===== src/rtl/bms_contactor_ctrl.sv =====
// HV contactor sequencer: precharge -> main close -> closed, with latched fault
// shutdown that needs an explicit clear and a fresh close request to re-arm.
module bms_contactor_ctrl #(
   parameter logic [23:0] PRECHARGE_MIN     = 24'd500000,
   parameter logic [23:0] PRECHARGE_TIMEOUT = 24'd5000000,
   parameter logic [23:0] OVERLAP_CYCLES    = 24'd50000
) (
   input  logic       clk,
   input  logic       rst_n,
   input  logic       wd_fault,
   input  logic       ov_fault,
   input  logic       uv_fault,
   input  logic       ot_fault,
   input  logic       close_req,
   input  logic       fault_clr,
   input  logic       precharge_ok,
   output logic       precharge_en,
   output logic       main_neg_en,
   output logic       main_pos_en,
   output logic [2:0] state,
   output logic       fault_latched,
   output logic [3:0] fault_code
);

   typedef enum logic [2:0] {
      S_IDLE       = 3'd0,
      S_PRECHARGE  = 3'd1,
      S_MAIN_CLOSE = 3'd2,
      S_CLOSED     = 3'd3,
      S_FAULT      = 3'd4
   } state_t;

   state_t      st, nxt;
   logic [23:0] cnt;
   logic        close_q;
   logic        any_fault, close_rise, timeout;
   logic [3:0]  fault_bits;

   assign state = st;

   always_comb begin
      any_fault  = wd_fault | ov_fault | uv_fault | ot_fault;
      close_rise = close_req & ~close_q;
      timeout    = (st == S_PRECHARGE) && (cnt == PRECHARGE_TIMEOUT - 24'd1);
      fault_bits = {timeout, ot_fault, ov_fault | uv_fault, wd_fault};
      nxt        = st;
      // Fault/timeout beat a dropped close_req, which beats normal progress.
      if ((st != S_FAULT && any_fault) || timeout)
         nxt = S_FAULT;
      else if (!close_req && (st == S_PRECHARGE || st == S_MAIN_CLOSE || st == S_CLOSED))
         nxt = S_IDLE;
      else begin
         case (st)
            S_IDLE:       if (close_rise) nxt = S_PRECHARGE;
            S_PRECHARGE:  if (precharge_ok && cnt >= PRECHARGE_MIN - 24'd1) nxt = S_MAIN_CLOSE;
            S_MAIN_CLOSE: if (cnt == OVERLAP_CYCLES - 24'd1) nxt = S_CLOSED;
            S_CLOSED:     nxt = S_CLOSED;
            S_FAULT:      if (fault_clr && !any_fault) nxt = S_IDLE;
            default:      nxt = S_FAULT;
         endcase
      end
   end

   always_ff @(posedge clk or negedge rst_n) begin
      if (!rst_n) begin
         st            <= S_IDLE;
         cnt           <= '0;
         close_q       <= 1'b0;
         precharge_en  <= 1'b0;
         main_neg_en   <= 1'b0;
         main_pos_en   <= 1'b0;
         fault_latched <= 1'b0;
         fault_code    <= '0;
      end else begin
         st      <= nxt;
         close_q <= close_req;
         if (nxt != st)
            cnt <= '0;
         else if (cnt != 24'hFFFFFF)
            cnt <= cnt + 24'd1;
         // Enables follow the next state so they change on the same edge.
         case (nxt)
            S_PRECHARGE:  {precharge_en, main_neg_en, main_pos_en} <= 3'b110;
            S_MAIN_CLOSE: {precharge_en, main_neg_en, main_pos_en} <= 3'b111;
            S_CLOSED:     {precharge_en, main_neg_en, main_pos_en} <= 3'b011;
            default:      {precharge_en, main_neg_en, main_pos_en} <= 3'b000;
         endcase
         fault_latched <= (nxt == S_FAULT);
         if (nxt == S_FAULT)
            fault_code <= fault_code | fault_bits;
         else if (st == S_FAULT)
            fault_code <= '0;
      end
   end

endmodule


===== config.mk =====
export PLATFORM = sky130hd
export DESIGN_NAME = bms_contactor_ctrl
export DESIGN_NICKNAME = d
export VERILOG_FILES = /design/src/rtl/bms_contactor_ctrl.sv
export SDC_FILE = /design/constraint.sdc
export NUM_CORES = 1
export LEC_CHECK = 0
export BUFFER_PORTS_ARGS = -buffer_cell sky130_fd_sc_hd__buf_2
export CAP_MARGIN = 5
export CORE_MARGIN = 4
export CORE_UTILIZATION = 30
export CTS_BUF_LIST = sky130_fd_sc_hd__clkbuf_4 sky130_fd_sc_hd__clkbuf_8
export CTS_CLUSTER_DIAMETER = 200
export DETAILED_ROUTE_END_ITERATION = 7
export PLACE_DENSITY = 0.5
export SLEW_MARGIN = 40
export SYNTH_ARGS = -nofsm -noshare
export SYNTH_HDL_FRONTEND = slang
export SYNTH_SLANG_ARGS = --single-unit

===== constraint.sdc =====
create_clock -name clk -period 3.5 [get_ports clk]
set_clock_uncertainty 0.1 [all_clocks]
set_input_delay 0.35 -clock clk [delete_from_list [all_inputs] [get_ports clk]]
set_output_delay 0.35 -clock clk [all_outputs]
set_load 0.005 [all_outputs]

Word-level counts from Yosys, hierarchy flattened --
Index checks and enable logic that the tools add are counted.
Word-level totals: output and inout bits 11, logic and storage cells 60, flip-flop bits (word level) 36
Cells by class: order comparisons 1, equal/unequal tests 13, bitwise gates (word level) 7, multiplexer cells 14, $add $sub $neg 1, reduce and logical (&&, ||, !) cells 16
Operator list (count):
- 24-bit 2-to-1 mux | 2
- 24-bit by 1-bit adder with 24-bit output, second input constant | 1
- 24-bit by 16-bit == test with 1-bit output, second input constant | 1
- 24-bit by 23-bit == test with 1-bit output, second input constant | 1
- 24-bit by 19-bit greater-or-equal comparator with 1-bit output, second input constant | 1
- 24-bit inequality test, second input constant | 1
- 3-bit 2-to-1 mux | 6
- 3-bit case mux with 5 select lines | 1
- 3-bit by 2-bit == test with 1-bit output, second input constant | 4
- 4-bit 2-to-1 mux | 2
- 3-bit by 1-bit == test with 1-bit output, second input constant | 2
- 3-bit == test, second input constant | 2
- 1-bit logical AND | 5
- 1-bit OR | 4
- 4-bit OR | 1
- 2-bit nonzero test | 2
- 2-bit OR reduction | 2
- 3-bit zero test | 1
- 1-bit logical OR | 3
- 1-bit 2-to-1 mux | 3
- 3-bit inequality test | 1
- 3-bit inequality test, second input constant | 1
- 3-bit OR reduction | 1
- 1-bit zero test | 2
- 2 further kinds | 2

Longest topological paths before layout --
Gate-level depths: netlist of the first run.
depth in word-level cells 12, gate-level depth with buffers 8, depth with buffers taken out 7

Worst setup path before layout of the first run --
OpenSTA, ideal clock, no wires.
path kind register -> register, from reg cnt[12], to reg cnt[16], required time 3280 ps, stages on the path, launching flop included 9, setup slack 1013 ps, clock period less this slack 2487 ps, data arrival time 2266 ps, path through dfrtp_1 > buf_6 > or4b_1 > or2_1 > nor4_4 > nor2_1 > a41oi_4 > buf_6 > nor3_2
On the way: word-level cells in the longest chain between the ends 8, elaborated cells on any way between the ends 17, classes of those cells 1 x add/sub; 1 x order compare; 4 x eq/ne; 7 x mux; 4 x reduce/logical
RTL lines:
- from (decl) | line 34 | logic [23:0] cnt;
- from (signal assigned) | line 80 | cnt <= cnt + 24'd1;
- 24-bit by 19-bit greater-or-equal comparator with 1-bit output | line 55 | S_PRECHARGE: if (precharge_ok && cnt >= PRECHARGE_MIN - 24'd1) nxt = S_MAIN_CLOSE;
- 1-bit logical AND | line 55
- 3-bit 2-to-1 mux | line 55
- 3-bit case mux with 5 select lines | line 53 | case (st)
- 3-bit 2-to-1 mux | line 50 | else if (!close_req && (st == S_PRECHARGE || st == S_MAIN_CLOSE || st == S_CLOSED))
- 3-bit 2-to-1 mux | line 48 | if ((st != S_FAULT && any_fault) || timeout)
- 3-bit inequality test | line 77 | if (nxt != st)
- 24-bit 2-to-1 mux / 2-bit nonzero test (equally long branches)
Several ways; a longest one is shown, not always the timed one. The select of a mux whose other input is x is not followed. A chain may end at the register's enable or synchronous reset.

Worst setup path in the final report of the first run --
from reg cnt[10], to reg cnt[20]
The elaborated chain is that of the path after synthesis.

==> load_flow_metrics.sql, run 1 <==
INSERT INTO impl_metrics (metric_group, metric, value, unit) VALUES
('run_status', 'status', 'finished clean', ''),
('worst_setup_path', 'critical-path-top-delay-family', 'simple AND/OR/NAND/NOR gates', ''),
('clocking', 'total_clock_sinks', '36', ''),
('layout', 'final_layout_size_suffix_gt1_frac', '0.240', ''),
('place', 'place_hpwl', '3.38', 'mm'),
('drt', 'postRouteAntennaNets', '0', ''),
('clocking', 'cts.repair.resized', '0', ''),
('logic_synthesis', 'synth_cells', '205', ''),
('power_and_ir_drop', 'seq_power_share', '0.562', ''),
('floorplanning', 'num_io_pins', '20', ''),
('logic_synthesis', 'async_reset_ff_frac', '1.00', ''),
('worst_setup_path', 'timing_worst_setup_path_type', 'reg -> reg', ''),
('timing', 'rsz0062_at_grt', 'no', ''),
('place', 'gp_routability_congestion', '0.791', ''),
('timing', 'timing.final.max_slew_violations', '0', ''),
('worst_setup_path', 'worst_path_most_repeated_cell', 'nor4b_1', ''),
('logic_synthesis', 'syn_avg_cell_area', '10.5', 'um^2'),
('power_and_ir_drop', 'p_clk_frac', '0.304', ''),
('global_routing', 'grtUsageTotal', '0.125', ''),
('power_and_ir_drop', 'switching_share', '0.276', ''),
('timing', 'finalWorstPathRequiredPeriod', '2.84', 'ns'),
('clocking', 'cts_made_buffers', '5', ''),
('timing', 'fin_hold_ws', '0.138', 'ns'),
('floorplanning', 'die_width', '92.7', 'um'),
('logic_synthesis', 'yosysTopAreaCell', 'dfrtp_1', ''),
('hold_path', 'hold_path_end', 'close_q', ''),
('logic_synthesis', 'netlist_area', '2150', 'um^2'),
('worst_setup_path', 'critPathRequiredTime', '3.55', 'ns'),
('global_routing', 'wire_length_of_the_first_global_routing_pass', '8.62', 'mm'),
('hold_path', 'worstHoldPathCells', '1', ''),
('clocking', 'htree_num_levels', '2', ''),
('drt', 'via_total_after_detailed_routing', '1681', ''),
('power_and_ir_drop', 'vdd_drop_max', '0.0938', 'mV'),
('drt', 'detail_route.wl_per_cell', '15.3', 'um'),
('clocking', 'cts.path.max_buffers', '2', ''),
('worst_setup_path', 'timing.critical_path.cells', 'nor4_1 > nor4b_1 > nand4_1 > a211o_1 > a41oi_4 > buf_4 > nor4b_1', ''),
('power_and_ir_drop', 'internal_power', '0.000634', 'W'),
('logic_synthesis', 'synth_sequential_area_ratio', '0.418', ''),
('hold_path', 'min-delay-path-class', 'in -> reg', ''),
('global_routing', 'grt-ovfl-total', '0', ''),
('logic_synthesis', 'synth.top_cells.by_area', 'dfrtp_1 42%, nor3_2 9.3%, xnor2_1 5.7%', ''),
('timing', 'setup_viol', '0', ''),
('drt', 'first_pass_iters', '4', ''),
('worst_setup_path', 'regToRegSetupSlack', '0.66', 'ns'),
('clocking', 'cts_root_buffer', 'clkbuf_8', ''),
('power_and_ir_drop', 'static-leakage-power', '1.07', 'nW'),
('drt', 'drc', '0', ''),
('flow_run', 'max_cap_violations', '0', ''),
('layout', 'finalNetCount', '237', ''),
('floorplanning', 'dieArea', '8600', 'um^2'),
('floorplanning', 'initial_utilization', '0.314', ''),
('worst_setup_path', 'crit-reg2reg-capture', 'cnt[20]', ''),
('worst_setup_path', 'cp-end-kind', 'flop', ''),
('global_routing', 'number_of_global_route_vias_before_repair', '1737', ''),
('layout', 'antenna-diode-count', '0', ''),
('power_and_ir_drop', 'combinationalPowerShare', '0.135', ''),
('drt', 'detail_route.vias_per_cell', '5.24', ''),
('worst_setup_path', 'worst_path_fanout_max', '24', ''),
('logic_synthesis', 'syn_nets', '215', ''),
('clocking', 'tritoncts_clock_tree', 'yes', ''),
('power_and_ir_drop', 'p_sw', '0.000241', 'W'),
('worst_setup_path', 'worst-endpoint-arrival', '2.89', 'ns'),
('timing', 'worst_pin_slew', '0.495', 'ns'),
('layout', 'syn_to_final_growth', '11.8', '%'),
('logic_synthesis', 'synth-edff-count', '0', ''),
('global_routing', 'grt_max_degree', '37', ''),
('drt', 'drtIter0Drc', '55', ''),
('clocking', 'postCtsHoldBufs', '1', ''),
('timing', 'fin_tns_setup', '0', 'ns'),
('clocking', 'post_cts.repair.setup_buffers', '0', ''),
('logic_synthesis', 'synth-seq-cells', '36', '');
-- per-stage QoR --
stage	setup slack (ns)	cell area (um^2)	total power, W
6_report	0.659	2410	0.000875
5_1_grt	0.424	2410	0.000926
4_1_cts	0.637	2410	0.000886
3_5_place_dp	0.642	2330	0.000617
3_3_place_gp	0.689	2330	0.000614
2_1_floorplan	1.01	2150	0.000577
-- cells by family after synthesis --
| logic type | synth area share |
|---|---|
| compound gates | 0.103 |
| fa+ha+maj | 0.00581 |
| mux | 0.00465 |
| flops | 0.418 |
| xor+xnor | 0.0854 |
| buf+inv | 0.0424 |
| simple gates | 0.341 |
-- cell usage in the layout (no fill, tap or decap), types with 3 or more instances in the layout --
cell type,count
a21o_1,3
a21oi_1,3
and3_1,8
and4_1,4
buf_2,18
buf_4,5
clkbuf_8,5
dfrtp_1,36
inv_1,5
nand2_1,11
nand2b_1,3
nand3_1,8
nand4_1,12
nor2_1,10
nor3_2,20
nor4_1,10
o21ai_0,4
or3_1,4
xnor2_1,14
xor2_1,7
-- power by group through the flow --
stage               Sequential [W]  Clock (W)  Combinational [W]
floorplan                 0.000485          0          0.0000913
global placement          0.000498          0           0.000116
detailed placement        0.000496          0           0.000121
CTS                       0.000491   0.000274           0.000121
global route              0.000498   0.000292           0.000135
finish                    0.000492   0.000266           0.000118
-- how the worst max path moves through the flow --
stage / startpoint / endpoint / depth (start not counted)
2_1_floorplan: cnt[12] / cnt[16] / 8
3_3_place_gp: cnt[12] / cnt[23] / 7
3_5_place_dp: cnt[12] / cnt[4] / 7
4_1_cts: cnt[12] / cnt[0] / 7
5_1_grt: cnt[20] / cnt[4] / 7
6_report: cnt[10] / cnt[20] / 7
-- routing by layer --
layer	part of all wire	track usage	vias to the layer above
met3	0.044	0.0252	9
met5	0	0	-
met4	0.020	0.0525	0
met2	0.45	0.198	43
li1	-	-	807
met1	0.48	0.165	822
-- registers in the layout, summed over array words and instances (netlist names) --
signal / count
close_q: 1
cnt: 24
fault_code: 4
fault_latched: 1
main_neg_en: 1
main_pos_en: 1
precharge_en: 1
state: 3
-- final cells by class --
cell class | count | area [um^2]
inverters | 5 | 18.8
fillers | 716 | 4460
multi-input cells | 155 | 1160
clock buffers | 5 | 68.8
repair buffers | 24 | 138
flip-flops and latches | 36 | 901
well taps | 96 | 120
No activity file was read; power rests on OpenSTA's default activity.
==> inputs of run 2 (changes only) <==
==> constraint.sdc (replaced) <==
create_clock -name clk -period 2.65 [get_ports clk]
set_clock_uncertainty 0.1 [all_clocks]
set_input_delay 0.265 -clock clk [delete_from_list [all_inputs] [get_ports clk]]
set_output_delay 0.265 -clock clk [all_outputs]
set_load 0.005 [all_outputs]
==> load_flow_metrics.sql, run 2 (synthesis results as in run 1) <==
INSERT INTO impl_metrics (metric_group, metric, value, unit) VALUES
('run_status', 'status', 'finished clean', ''),
('worst_setup_path', 'critical-path-top-delay-family', 'compound AO/OA/AOI/OAI gates', ''),
('power_and_ir_drop', 'static-leakage-power', '1.18', 'nW'),
('timing', 'relative_max_transition_margin', '0.682', ''),
('clocking', 'tritoncts_clock_tree', 'yes', ''),
('layout', 'commonest_non_fill_non_tap_cell_in_the_layout', 'dfrtp_1', ''),
('floorplanning', 'num_io_pins', '20', ''),
('layout', 'layout_common_cells', '36 x dfrtp_1, 20 x nor3_2, 19 x buf_4, 18 x buf_2, 14 x xnor2_1', ''),
('timing', 'setup_viol', '0', ''),
('clocking', 'clock_transition_at_the_register_clock_pins_on_the_worst_setup_and_hold_paths_after_cts', '0.07', 'ns'),
('layout', 'syn_to_final_growth', '20.7', '%'),
('floorplanning', 'die_width', '92.7', 'um'),
('worst_setup_path', 'cp-end-kind', 'flop', ''),
('layout', 'seqCellArea', '901', 'um^2'),
('clocking', 'cts.path.max_buffers', '2', ''),
('worst_setup_path', 'setup.worst_path.start_class', 'flop', ''),
('worst_setup_path', 'critical_path.n_buffers_inverters', '1', ''),
('layout', 'final_layout_size_suffix_gt1_frac', '0.311', ''),
('place', 'place_hpwl', '3.73', 'mm'),
('hold_path', 'min-delay-path-class', 'in -> reg', ''),
('place', 'gp_routability_congestion', '0.823', ''),
('place', 'place.port_buffers', '19', ''),
('layout', 'finish.utilization', '0.379', ''),
('layout', 'finalNetCount', '253', ''),
('timing', 'finalWorstPathRequiredPeriod', '2.46', 'ns'),
('timing', 'fmax', '407', 'MHz'),
('drt', 'drc', '0', ''),
('global_routing', 'wire_length_of_the_first_global_routing_pass', '9.21', 'mm'),
('clocking', 'post_cts.repair.setup_buffers', '0', ''),
('timing', 'worst_pin_slew', '0.472', 'ns'),
('power_and_ir_drop', 'vdd_drop_max', '0.184', 'mV'),
('clocking', 'cts_made_buffers', '5', ''),
('worst_setup_path', 'worst-endpoint-arrival', '2.55', 'ns'),
('place', 'dpl.cell_count', '331', ''),
('timing', 'timing.final.max_slew_violations', '0', ''),
('clocking', 'htree_num_levels', '2', ''),
('drt', 'detail_route.wirelength', '5.25', 'mm'),
('drt', 'detail_route.wl_per_cell', '15.4', 'um'),
('worst_setup_path', 'timing.critical_path.cells', 'ha_1 > and3_1 > a2111o_1 > nand4_1 > a211o_1 > a41oi_4 > buf_12 > nor4b_1', ''),
('floorplanning', 'dieArea', '8600', 'um^2'),
('layout', 'multi_input_comb_area', '1180', 'um^2'),
('drt', 'via_total_after_detailed_routing', '1714', ''),
('floorplanning', 'vert_die_dim', '92.7', 'um'),
('floorplanning', 'core.rowCount', '30', ''),
('floorplanning', 'core_area', '6870', 'um^2'),
('global_routing', 'number_of_global_route_vias_before_repair', '1746', ''),
('global_routing', 'grt-ovfl-total', '0', ''),
('drt', 'drtIter0Drc', '71', ''),
('timing', 'hold_violations', '0', ''),
('timing', 'worst_slack', '0.193', 'ns'),
('clocking', 'total_clock_sinks', '36', ''),
('timing', 'post-route-period-util', '0.927', ''),
('worst_setup_path', 'critical_path.max_stage_delay', '0.44', 'ns'),
('layout', 'largest_register_ff_count', '24', ''),
('global_routing', 'grtUsageTotal', '0.136', ''),
('timing', 'rsz0062_at_grt', 'no', ''),
('drt', 'postRouteAntennaNets', '0', ''),
('worst_setup_path', 'critical_path_top_delay_cell', 'a2111o_1', ''),
('place', 'placement.setup.worst_slack', '-0.0212', 'ns'),
('power_and_ir_drop', 'power.density', '480', 'nW/um^2'),
('global_routing', 'grt_antenna_before_repair', '0', ''),
('clocking', 'worstSkewPairLatency', '0.28', 'ns'),
('drt', 'detail_route.vias_per_cell', '5.04', ''),
('layout', 'layout.cells.non_filler', '340', ''),
('drt', 'first_pass_iters', '4', ''),
('worst_setup_path', 'worst_path_fanout_max', '24', ''),
('worst_setup_path', 'critPathRequiredTime', '2.74', 'ns'),
('flow_run', 'max_cap_violations', '0', ''),
('layout', 'filler_cell_count', '700', ''),
('layout', 'register_containing_the_most_flip_flops_in_the_final_layout', 'cnt', ''),
('clocking', 'cts_root_buffer', 'clkbuf_8', ''),
('layout', 'antenna-diode-count', '0', ''),
('worst_setup_path', 'timing_worst_setup_path_type', 'reg -> reg', ''),
('floorplanning', 'initial_utilization', '0.314', ''),
('global_routing', 'grt_max_degree', '37', '');
[run 2: cell count changes in the layout (fill, tap and decap cells not counted)]
cell	change
nor4b_2	+1
clkbuf_8	+1
nor4b_1	-1
nor4_2	+2
buf_4	+14
nor4_1	-2
clkbuf_4	+2
buf_12	+2
[run 2: worst register-to-register path, delay by kind of cell, from the launching register on]
| kind | cells | cell delay [ns] |
|---|---|---|
| AND/OR/NAND/NOR | 3 | 0.68 |
| AO/OA/AOI/OAI | 3 | 0.80 |
| buffers and inverters | 1 | 0.19 |
| flip-flops | 1 | 0.38 |
| adder cells (fa/ha/maj) | 1 | 0.23 |
[run 2: cell type report]
class | count | area share
multi-input combinational | 155 | 0.454
sequential | 36 | 0.346
timing repair buffer | 40 | 0.109
tap | 96 | 0.0462
clock buffer | 8 | 0.0375
inverter | 5 | 0.00722
[run 2: path summary, 6_finish.rpt]
kind	startpoint	endpoint	slack, ns	cells past startpoint
worst max-delay path	cnt[0]	cnt[20]	0.19	8
worst min-delay path	close_req	close_q	0.05	1
worst max register to register	cnt[0]	cnt[20]	0.19	8
worst min register to register	fault_code[2]	fault_code[2]	0.37	1
max in group asynchronous	rst_n	cnt[17]	1.72	2
min in group asynchronous	rst_n	cnt[2]	0.38	2
[run 2: metrics by stage]
step                area [um^2]  total power [W]  setup TNS (ns)  hold slack, ns
CTS                        2590          0.00127               0          0.0442
floorplan                  2150         0.000762               0          -0.131
finish                     2600          0.00125               0          0.0548
global placement           2470         0.000838          -0.992           0.326
detailed placement         2470         0.000838         -0.0602           0.164
global route               2600          0.00133               0          0.0475
[run 2: per-layer routing]
layer / GRT usage / share of wire / up-vias
li1: - / - / 848
met1: 0.184 / 0.48 / 824
met2: 0.217 / 0.47 / 38
met3: 0.0284 / 0.041 / 4
met4: 0.0403 / 0.011 / 0
met5: 0 / 0 / -
[run 2: what timing repair did]
| item | 4_1_cts | 5_1_grt |
|---|---|---|
| endpoints found under the setup margin | 24 | 24 |
| pin swaps | 0 | 1 |
| hold endpoints to repair | 36 | 0 |
| resized for setup | 1 | 2 |
| hold buffers | 1 | 0 |
[run 2: report_power, final]
part	internal [W]	total [W]	leakage, nW	switching [W]
registers	0.000592	0.000636	0.466	0.0000439
clock network	0.000233	0.000421	0.0523	0.000188
logic	0.0000948	0.000193	0.659	0.0000982
total	0.000919	0.00125	1.18	0.000330
==> inputs of run 3 (changes only) <==
--- a/config.mk
+++ b/config.mk
@@ -12,7 +12,7 @@
 export CTS_BUF_LIST = sky130_fd_sc_hd__clkbuf_4 sky130_fd_sc_hd__clkbuf_8
 export CTS_CLUSTER_DIAMETER = 200
 export DETAILED_ROUTE_END_ITERATION = 7
-export PLACE_DENSITY = 0.5
+export PLACE_DENSITY = 0.46
 export SLEW_MARGIN = 40
 export SYNTH_ARGS = -nofsm -noshare
 export SYNTH_HDL_FRONTEND = slang
==> load_flow_metrics.sql, run 3 (synthesis results as in run 1) <==
INSERT INTO impl_metrics (metric_group, metric, value, unit) VALUES
('layout', 'syn_to_final_growth', '22.4', '%'),
('timing', 'relative_max_transition_margin', '0.683', ''),
('power_and_ir_drop', 'vdd_drop_max', '0.205', 'mV'),
('worst_setup_path', 'timing.critical_path.cells', 'ha_1 > and3_1 > a2111o_1 > nand4_1 > a211o_1 > a41oi_4 > buf_12 > nor4b_1', ''),
('clocking', 'tritoncts_clock_tree', 'yes', ''),
('drt', 'detail_route.vias_per_cell', '4.93', ''),
('floorplanning', 'core.rowCount', '30', ''),
('power_and_ir_drop', 'internal_power', '0.00102', 'W'),
('timing', 'setup_viol', '0', ''),
('worst_setup_path', 'critical_path.n_buffers_inverters', '1', ''),
('layout', 'commonest_non_fill_non_tap_cell_in_the_layout', 'dfrtp_1', ''),
('layout', 'final_layout_size_suffix_gt1_frac', '0.314', ''),
('clocking', 'clock_transition_at_the_register_clock_pins_on_the_worst_setup_and_hold_paths_after_cts', '0.08', 'ns'),
('worst_setup_path', 'critical-path-top-delay-family', 'compound AO/OA/AOI/OAI gates', ''),
('floorplanning', 'vert_die_dim', '92.7', 'um'),
('clocking', 'total_clock_sinks', '36', ''),
('clocking', 'cts.path.max_buffers', '2', ''),
('clocking', 'post_cts.repair.setup_buffers', '0', ''),
('timing', 'worst_pin_slew', '0.476', 'ns'),
('clocking', 'htree_num_levels', '2', ''),
('drt', 'drc', '0', ''),
('power_and_ir_drop', 'switching_share', '0.253', ''),
('floorplanning', 'die_width', '92.7', 'um'),
('timing', 'rsz0062_at_grt', 'no', ''),
('layout', 'finalNetCount', '254', ''),
('timing', 'timing.final.max_slew_violations', '0', ''),
('timing', 'worst_slack', '0.181', 'ns'),
('global_routing', 'grtUsageTotal', '0.132', ''),
('floorplanning', 'core_area', '6870', 'um^2'),
('timing', 'fmax', '405', 'MHz'),
('global_routing', 'grt_antenna_before_repair', '0', ''),
('global_routing', 'wire_length_of_the_first_global_routing_pass', '9.08', 'mm'),
('layout', 'antenna-diode-count', '0', ''),
('drt', 'detail_route.wl_per_cell', '15.6', 'um'),
('power_and_ir_drop', 'static-leakage-power', '1.20', 'nW'),
('global_routing', 'number_of_global_route_vias_before_repair', '1741', ''),
('place', 'dpl.cell_count', '332', ''),
('layout', 'largest_register_ff_count', '24', ''),
('layout', 'finish.instance_area', '2640', 'um^2'),
('power_and_ir_drop', 'seq_power_share', '0.466', ''),
('drt', 'via_total_after_detailed_routing', '1681', ''),
('layout', 'register_containing_the_most_flip_flops_in_the_final_layout', 'cnt', ''),
('place', 'place.port_buffers', '19', ''),
('flow_run', 'max_cap_violations', '0', ''),
('global_routing', 'grt-ovfl-total', '0', ''),
('floorplanning', 'num_io_pins', '20', ''),
('clocking', 'worstSkewPairLatency', '0.29', 'ns'),
('layout', 'filler_cell_count', '705', ''),
('run_status', 'status', 'finished clean', ''),
('power_and_ir_drop', 'p_clk_frac', '0.393', ''),
('worst_setup_path', 'critPathRequiredTime', '2.74', 'ns'),
('layout', 'layout_common_cells', '36 x dfrtp_1, 20 x nor3_2, 20 x buf_4, 18 x buf_2, 14 x xnor2_1', ''),
('worst_setup_path', 'worst_path_fanout_max', '24', ''),
('floorplanning', 'dieArea', '8600', 'um^2'),
('worst_setup_path', 'setup.worst_path.start_class', 'flop', ''),
('timing', 'fin_tns_setup', '0', 'ns'),
('worst_setup_path', 'critical_path.max_stage_delay', '0.43', 'ns'),
('worst_setup_path', 'critical_path_top_delay_cell', 'a2111o_1', ''),
('power_and_ir_drop', 'combinationalPowerShare', '0.142', ''),
('timing', 'hold_violations', '0', ''),
('clocking', 'cts_made_buffers', '5', ''),
('drt', 'detail_route.wirelength', '5.33', 'mm'),
('timing', 'post-route-period-util', '0.932', ''),
('layout', 'layout.cells.non_filler', '341', ''),
('drt', 'postRouteAntennaNets', '0', ''),
('timing', 'finalWorstPathRequiredPeriod', '2.47', 'ns'),
('worst_setup_path', 'timing_worst_setup_path_type', 'reg -> reg', ''),
('layout', 'finish.utilization', '0.384', ''),
('floorplanning', 'initial_utilization', '0.314', ''),
('power_and_ir_drop', 'p_sw', '0.000344', 'W'),
('global_routing', 'grt_max_degree', '37', ''),
('place', 'gp_routability_congestion', '0.818', ''),
('place', 'place_hpwl', '3.82', 'mm'),
('drt', 'first_pass_iters', '4', ''),
('place', 'placement.setup.worst_slack', '0.00404', 'ns'),
('power_and_ir_drop', 'power.density', '517', 'nW/um^2'),
('hold_path', 'min-delay-path-class', 'in -> reg', ''),
('clocking', 'cts_root_buffer', 'clkbuf_8', ''),
('worst_setup_path', 'cp-end-kind', 'flop', ''),
('worst_setup_path', 'worst-endpoint-arrival', '2.56', 'ns'),
('place', 'placed_cell_area', '2480', 'um^2'),
('drt', 'drtIter0Drc', '155', '');
==> run 3: cell count changes in the layout (fill, tap and decap cells not counted), sizes merged <==
cell    previous run  this run
buf               39        40
bufinv             0         1
clkbuf             8         7
==> run 3: worst paths after layout <==
path / from / to / slack [ns] / cells past startpoint
worst max-delay path: cnt[0] / cnt[20] / 0.18 / 8
worst min-delay path: close_req / close_q / 0.04 / 1
worst max register to register: cnt[0] / cnt[20] / 0.18 / 8
worst min register to register: fault_code[2] / fault_code[2] / 0.38 / 1
max in group asynchronous: rst_n / cnt[21] / 1.73 / 2
min in group asynchronous: rst_n / precharge_en / 0.37 / 2
==> run 3: layout make-up <==
class,instances,area [um^2],share of cell area
well taps,96,120,0.0455
clock inverters,1,30.0,0.0114
repair buffers,41,290,0.110
inverters,5,18.8,0.00712
multi-input cells,155,1180,0.448
clock buffers,7,96.3,0.0365
flip-flops and latches,36,901,0.342
==> run 3: power by group through the flow <==
stage                     clock, W  combinational (W)  sequential (W)
after floorplan                  0           0.000121        0.000641
after global placement           0           0.000193        0.000645
after detailed placement         0           0.000196        0.000644
after CTS                 0.000548           0.000197        0.000634
after global routing      0.000575           0.000220        0.000643
final                     0.000535           0.000193        0.000634
==> run 3: worst reg2reg max path: stages (launching register included) <==
cell and delay [ns]:
dfrtp_1 0.38, ha_1 0.23, and3_1 0.22, a2111o_1 0.43
nand4_1 0.14, a211o_1 0.22, a41oi_4 0.14, buf_12 0.19
nor4b_1 0.32
==> run 3: per-layer routing <==
metal  up-vias  GRT usage  part of all wire
met1       804      0.183              0.50
met5         -          0                 0
met2        25      0.205              0.46
li1        845          -                 -
met4         0     0.0366             0.013
met3         7     0.0325             0.033
==> run 3: per-stage QoR <==
step                power [W]  hold slack (ns)
floorplan            0.000762           -0.131
global placement     0.000838            0.331
detailed placement   0.000840            0.167
CTS                   0.00138           0.0438
global route          0.00144           0.0339
finish                0.00136           0.0436
==> run 3: timing repair <==
item	4_1_cts	5_1_grt
resized for setup	1	2
gates cloned	0	0
setup endpoints to repair	2	24
hold buffers	1	0
hold endpoints to repair	36	0
